`src/rtl/int_ctrl.sv`:
```
// int_ctrl: machine-mode interrupt controller for a single-issue pipeline.
// Arbitrates the external/software/timer requests and waits for a safe point
// (no stall and no pending jump). It then issues one redirect pulse into the
// trap vector together with the mepc/mcause/mie CSR update strobes. A later
// MRET issues one return pulse back to mepc.
//
// Ports:
//   clk_i, rst_i             clock, synchronous active-high reset
//   ext/sw/tmr_irq_i         level-sensitive interrupt requests
//   mstatus_mie_i, mie_i     global enable and per-source enables {ext,sw,tmr}
//   mtvec_i                  trap vector CSR
//   pc_i, jump_en_i,
//   jump_addr_i, stall_i     pipeline control view
//   mret_i, mepc_i           MRET retiring in EXE and current mepc value
//   int_en_o, isr_pc_o       redirect/flush pulse and its target
//   mepc_we_o, mepc_o, mcause_we_o, mcause_o, mie_clr_o, mie_set_o
//                            CSR update strobes and data
//
// Configuration macro: INT_VECTORED_EN. When it is defined, mtvec mode 2'b01
// selects the vectored target base + 4*code. By default the target is always
// the base.
module int_ctrl #(
  parameter int unsigned ADDR_WIDTH = 32
) (
  input  logic                  clk_i,
  input  logic                  rst_i,
  input  logic                  ext_irq_i,
  input  logic                  sw_irq_i,
  input  logic                  tmr_irq_i,
  input  logic                  mstatus_mie_i,
  input  logic [2:0]            mie_i,
  input  logic [ADDR_WIDTH-1:0] mtvec_i,
  input  logic [ADDR_WIDTH-1:0] pc_i,
  input  logic                  jump_en_i,
  input  logic [ADDR_WIDTH-1:0] jump_addr_i,
  input  logic                  stall_i,
  input  logic                  mret_i,
  input  logic [ADDR_WIDTH-1:0] mepc_i,
  output logic                  int_en_o,
  output logic [ADDR_WIDTH-1:0] isr_pc_o,
  output logic                  mepc_we_o,
  output logic [ADDR_WIDTH-1:0] mepc_o,
  output logic                  mcause_we_o,
  output logic [31:0]           mcause_o,
  output logic                  mie_clr_o,
  output logic                  mie_set_o
);

  typedef enum logic [2:0] {
    StIdle,
    StWaitSafe,
    StIssue,
    StActive,
    StRet
  } state_e;

  state_e state_q, state_d;
  logic [31:0] mcause_q;

  logic [2:0]            pend;
  logic                  safe;
  logic [3:0]            code;
  logic [ADDR_WIDTH-1:0] trap_base;
  logic [ADDR_WIDTH-1:0] trap_target;

  // Request qualification and fixed-priority arbitration: ext > sw > tmr.
  always_comb begin
    pend = {ext_irq_i, sw_irq_i, tmr_irq_i} & mie_i & {3{mstatus_mie_i}};
    safe = !stall_i && !jump_en_i;
    if (pend[2]) begin
      code = 4'd11;
    end else if (pend[1]) begin
      code = 4'd3;
    end else begin
      code = 4'd7;
    end
  end

  // The mask keeps every mtvec bit in use, so the mode bits are simply dropped.
  assign trap_base = mtvec_i & ~ADDR_WIDTH'(2'b11);

`ifdef INT_VECTORED_EN
  assign trap_target = (mtvec_i[1:0] == 2'b01) ?
                       trap_base + ADDR_WIDTH'({mcause_q[3:0], 2'b00}) : trap_base;
`else
  assign trap_target = trap_base;
`endif

  always_comb begin
    state_d = state_q;
    unique case (state_q)
      StIdle, StWaitSafe: begin
        // Both states re-arbitrate every cycle. A withdrawn request drops back to idle.
        if (pend == 3'b000) begin
          state_d = StIdle;
        end else if (safe) begin
          state_d = StIssue;
        end else begin
          state_d = StWaitSafe;
        end
      end
      StIssue:  state_d = StActive;
      StActive: if (mret_i) state_d = StRet;
      StRet:    state_d = StIdle;
      default:  state_d = StIdle;
    endcase
  end

  always_comb begin
    int_en_o    = 1'b0;
    isr_pc_o    = '0;
    mepc_we_o   = 1'b0;
    mepc_o      = '0;
    mcause_we_o = 1'b0;
    mcause_o    = mcause_q;
    mie_clr_o   = 1'b0;
    mie_set_o   = 1'b0;
    unique case (state_q)
      StIssue: begin
        int_en_o    = 1'b1;
        isr_pc_o    = trap_target;
        mepc_we_o   = 1'b1;
        // A jump resolving in the issue cycle wins over the sequential PC.
        mepc_o      = jump_en_i ? jump_addr_i : pc_i;
        mcause_we_o = 1'b1;
        mie_clr_o   = 1'b1;
      end
      StRet: begin
        int_en_o  = 1'b1;
        isr_pc_o  = mepc_i;
        mie_set_o = 1'b1;
      end
      default: ;
    endcase
  end

  always_ff @(posedge clk_i) begin
    if (rst_i) begin
      state_q  <= StIdle;
      mcause_q <= '0;
    end else begin
      state_q <= state_d;
      if (state_d == StIssue && state_q != StIssue) begin
        mcause_q <= {1'b1, 27'b0, code};
      end
    end
  end

endmodule
```
`config.mk`:
```
export PLATFORM = sky130hd
export DESIGN_NAME = int_ctrl
export DESIGN_NICKNAME = d
export VERILOG_FILES = /design/src/rtl/int_ctrl.sv
export SDC_FILE = /design/constraint.sdc
export NUM_CORES = 1
export LEC_CHECK = 0
export BUFFER_PORTS_ARGS = -buffer_cell sky130_fd_sc_hd__buf_2
export CELL_PAD_IN_SITES_DETAIL_PLACEMENT = 1
export CELL_PAD_IN_SITES_GLOBAL_PLACEMENT = 1
export CORE_AREA = 2 2 94 96
export CTS_CLUSTER_SIZE = 25
export DETAILED_ROUTE_END_ITERATION = 8
export DIE_AREA = 0 0 96 98
export PLACE_DENSITY = 0.87
export SLEW_MARGIN = 15
export SYNTH_ARGS = -nofsm -noshare
export SYNTH_HDL_FRONTEND = slang
export SYNTH_SLANG_ARGS = --single-unit
```
`constraint.sdc`:
```
create_clock -name clk_i -period 4 [get_ports clk_i]
set_input_delay 0 -clock clk_i [delete_from_list [all_inputs] [get_ports clk_i]]
set_output_delay 0 -clock clk_i [all_outputs]
set_load 0.03 [all_outputs]
```
Word level (Yosys, flattened, before mapping)
Index checks and enable logic that the tools add are counted.
- bits of input ports: 140
- RAM bits: 0
- output and inout bits: 101
- logic and storage cells: 30
- memories kept: 0
- latch bits: 0
- memory bits (read-only): 0
- register bits after elaboration: 8
- eq/ne operators: 6
- div/mod/pow operators: 0
- multiplexer cells: 12
- reductions and logical operators: 8
- add/sub/neg operators: 0
- bitwise operators: 2
- shift operators: 0
- $lt $le $gt $ge: 0
- multiply operators: 0
- operators with widths (kind ; count):
    two-way mux 32 bit ; 2
    one-hot mux 32 bit (2 select lines) ; 1
    equality test 3 x 2 -> 1 bit (second input constant) ; 3
    one-hot mux 3 bit (3 select lines) ; 1
    bitwise AND 3 bit ; 2
    zero test 3 bit ; 2
    two-way mux 3 bit ; 2
    two-way mux 2 bit ; 2
    two-way mux 4 bit ; 1
    OR reduction 2 bit ; 2
    equality test 3 x 1 -> 1 bit (second input constant) ; 1
    equality test 3 bit (second input constant) ; 1
    two-way mux 1 bit ; 3
    != test 3 x 2 -> 1 bit (second input constant) ; 1
    logical AND 1 bit ; 2
    zero test 1 bit ; 2

Depth between registers and ports, before layout
- depth after elaboration: 7
- depth in mapped cells: 6
- depth with buffers taken out: 4

Least setup slack after synthesis
No wires, ideal clock.
- kind: register to output
- start point: register state_q[2]
- end point: output port isr_pc_o[4]
- arrival time: 1.632 ns
- data required time: 4.000 ns
- cell stages (with the launch flop): 4
- setup slack: 2.368 ns
- path buffers: 1
- cell sequence: dfxtp_1 -> nor3b_2 -> clkbuf_1 -> a22o_1
- word-level cells in the longest chain between the ends: 2
- elaborated cells between the ends (all ways): 3
- classes of those cells: eq/ne (2); mux (1)
- RTL lines (item ; line ; source):
    start, declared ; 57 ; state_e state_q, state_d;
    start signal, assigned ; 139 ; state_q <= StIdle;
    start signal, assigned ; 142 ; state_q <= state_d;
    equality test 3 bit or equality test 3 x 2 -> 1 bit (tied branches) ; 118 ; unique case (state_q)
    one-hot mux 32 bit (2 select lines) (*) ; 118 ;
    end, declared ; 40 ; output logic [ADDR_WIDTH-1:0] isr_pc_o,
Mark *: on every way between the ends. The rest lies on a longest branch, timed or not.

Final worst setup path
- start point: register state_q[1]
- end point: output port isr_pc_o[22]
Same word-level chain as after synthesis.

==> metrics.md <==
| Metric | Value |
|---|---|
| Status | `finished clean` |
| WL per Instance | `13.3 microns` |
| Total of max-cap violations | `0` |
| Via density | `4.18` |
| Max FO, Critical Path | `33` |
| FF+latch count, synth | `6` |
| Worst clock skew | `0.000705 ns` |
| Main synth FF type | `dfxtp_1` |
| Worst-skew pair later-pin latency | `0.22 ns` |
| Synth top area share | `0.246` |
| Internal reg-to-reg setup slack | `2.41 ns` |
| Post-Syn Area per Cell | `7.45 sq um` |
| GR Util All Layers | `0.123` |
| Crit end category | `primary output` |
| Antenna diode count | `0` |
| Cell Count, Final, Fillers Out | `481` |
| Gpl congestion | `0.769` |
| Sequential element share of the synthesized area | `0.0921` |
| Initial antenna violation count | `0` |
| Switching share of power | `0.433` |
| CTS Buffer Depth | `2` |
| Grt total ovfl | `0` |
| Clock sink total | `6` |
| Relative slew slack | `0.647` |
| Seq pwr share | `0.171` |
| EDFF count, synth | `0` |
| Pint | `0.214 mW` |
| Crit path from | `state_q[1]` |
| Worst vdd ir | `0.0776 mV` |
| Synth top area cells | `mux2i_1, a22o_1, buf_4` |
| Setup crit end | `isr_pc_o[22]` |
| RSZ-0062 raised after global routing | `no` |
| Layout cells sized above 1 | `0.590` |
| DR pass1 iterations | `6` |
| Hold-fix buffers, CTS | `0` |
| Slew Viols, Final | `0` |
| Fillers | `1103` |
| Setup TNS | `0 ns` |
| Commonest non-fill, non-tap cells in the layout | `buf_2, nor2_1, mux2i_1` |
| Clock Power Share | `0.237` |
| Core area | `0.00847 sq mm` |
| H-tree level count | `1` |
| Cells along the critical path | `inv_1 -> or3_1 -> inv_2 -> a22o_1 -> buf_2` |
| Hold WC Path Type | `in2reg` |
| Vias | `2010` |
| DRC violations left | `0` |
| CTS buffer count | `3` |
| Post-synth ARST share | `0` |
| Clock Pin Slew Worst Setup and Hold Paths | `0.04 ns` |
| Data required time at the worst endpoint | `4.00 ns` |
| # rows | `34` |
| Commonest non-fill, non-tap cell in the layout | `buf_2` |
| Hold_ws | `0.0313 ns` |
| Root Buffer | `clkbuf_8` |
| Die Y | `98 microns` |
| Syn Inst Count | `175` |
| # resized after CTS | `0` |
| # nets final | `515` |
| Iter 0 DRT Violations | `19` |
| CP Launch Type | `flip-flop` |
| Mapped cell area | `0.00130 sq mm` |
| CTS tree | `done` |
| Initial core utilization | `0.154` |
| Crit Path Category | `reg2out` |
| Final HPWL DP | `5640 microns` |
| Pwr Total | `0.378 mW` |
| Largest net degree at the start of global routing | `35` |
| Placed cell count | `477` |
| Final period util | `0.493` |
| Crit-path max cell delay | `0.42 ns` |
| Reg2Reg Depth | `3` |
| Leak | `1.52 nW` |
| Final setup viols | `0` |
| Yosys warns | `0` |
| Worst path arrival time | `1.97 ns` |
| Fin crit period | `1.97 ns` |
| Post-route ant nets | `0` |
| FMAX | `507 MHz` |
| Worst reg2reg path endpoint | `mcause_o[2]` |
| Unique masters post-synth | `25` |
| Die extent in x | `96 microns` |
| Slew @ Worst Pin | `0.528 ns` |
| Combinational Power Share | `0.592` |
| Pwr dens | `159 mW/mm^2` |
| Endpoints failing hold | `0` |
| Syn-to-layout area delta | `81.8%` |
| Vias in the first global route | `1934` |
| Slowest cell on crit path | `dfxtp_1` |
| Synth area leader | `mux2i_1` |
| Worst r2r src | `state_q[1]` |
| Top Ports | `241` |
| PortBufs | `211` |
| Die Area | `0.00941 sq mm` |
| First-pass GRT wire length | `9160 microns` |
| Final WL | `6390 microns` |
| Sw power | `0.164 mW` |
| Post-CTS setup buffers | `0` |
==> synthesized netlist by cell type, types with 2 or more instances <==
cell type   n
nand2_1     4
a211oi_1    2
and2_1      2
clkbuf_1    7
or3_1       4
a21oi_1     2
a22o_1     30
nor2_1     33
mux2i_1    32
inv_1       3
o21ai_1     2
buf_2       6
buf_4      31
dfxtp_1     6
==> routing by layer <==
metal,vias to the layer above,wire [microns],track usage
li1,965,-,-
met1,886,2050,0.115
met2,147,3480,0.255
met3,12,686,0.0177
met4,0,171,0.0440
met5,-,0,0
==> sequential cells by signal, indices dropped and copies added (netlist names) <==
signal    cells
state_q       3
mcause_o      3
==> final cells by class <==
cell class / instances / area, sq um / area share
timing repair buffer: 214 / 1090 / 0.458
multi-input combinational: 146 / 972 / 0.410
tap: 108 / 135 / 0.0570
sequential: 6 / 120 / 0.0507
clock buffer: 3 / 41.3 / 0.0174
inverter: 4 / 15.0 / 0.00634
==> how the worst min path moves through the flow <==
stage	from	endpoint	slack [ns]	cells after the start
floorplan	rst_i	mcause_o[1]	0.07	1
CTS	rst_i	mcause_o[3]	0.02	2
global route	rst_i	mcause_o[3]	0.04	2
detailed placement	rst_i	mcause_o[3]	0.26	2
finish	rst_i	mcause_o[3]	0.03	2
global placement	rst_i	mcause_o[3]	0.24	2
==> power groups by stage <==
stage                     Combinational, mW  Sequential (mW)  Clock [mW]
final                                 0.223           0.0646      0.0896
after global routing                  0.242           0.0649      0.0950
after CTS                             0.226           0.0646      0.0925
after detailed placement              0.225           0.0655           0
after global placement                0.218           0.0652           0
after floorplan                       0.149           0.0664           0
==> stage by stage <==
step / setup WS (ns) / instance area [sq um] / utilization
2_1_floorplan: 2.37 / 1400 / -
3_3_place_gp: 2.09 / 2310 / 0.273
3_5_place_dp: 1.99 / 2310 / 0.273
4_1_cts: 1.74 / 2350 / 0.278
5_1_grt: 1.87 / 2370 / 0.280
6_report: 2.03 / 2370 / 0.280
==> kinds of logic (layout without fill, tap and decap cells) <==
kind of cell / count (synthesis) / in the layout / synth area share
compound gates: 39 / 39 / 0.249
mux: 32 / 32 / 0.246
flops: 6 / 6 / 0.0921
other cells: 1 / 27 / 0.00288
buf+inv: 49 / 221 / 0.242
simple gates: 48 / 48 / 0.169
==> worst max-delay path, delay by kind of cell (launching register included) <==
kind / cells / cell delay [ns]
buffers and inverters: 3 / 0.72
flip-flops: 1 / 0.42
AND/OR/NAND/NOR: 1 / 0.39
AO/OA/AOI/OAI: 1 / 0.22
Power figures use the tool's default switching activity.
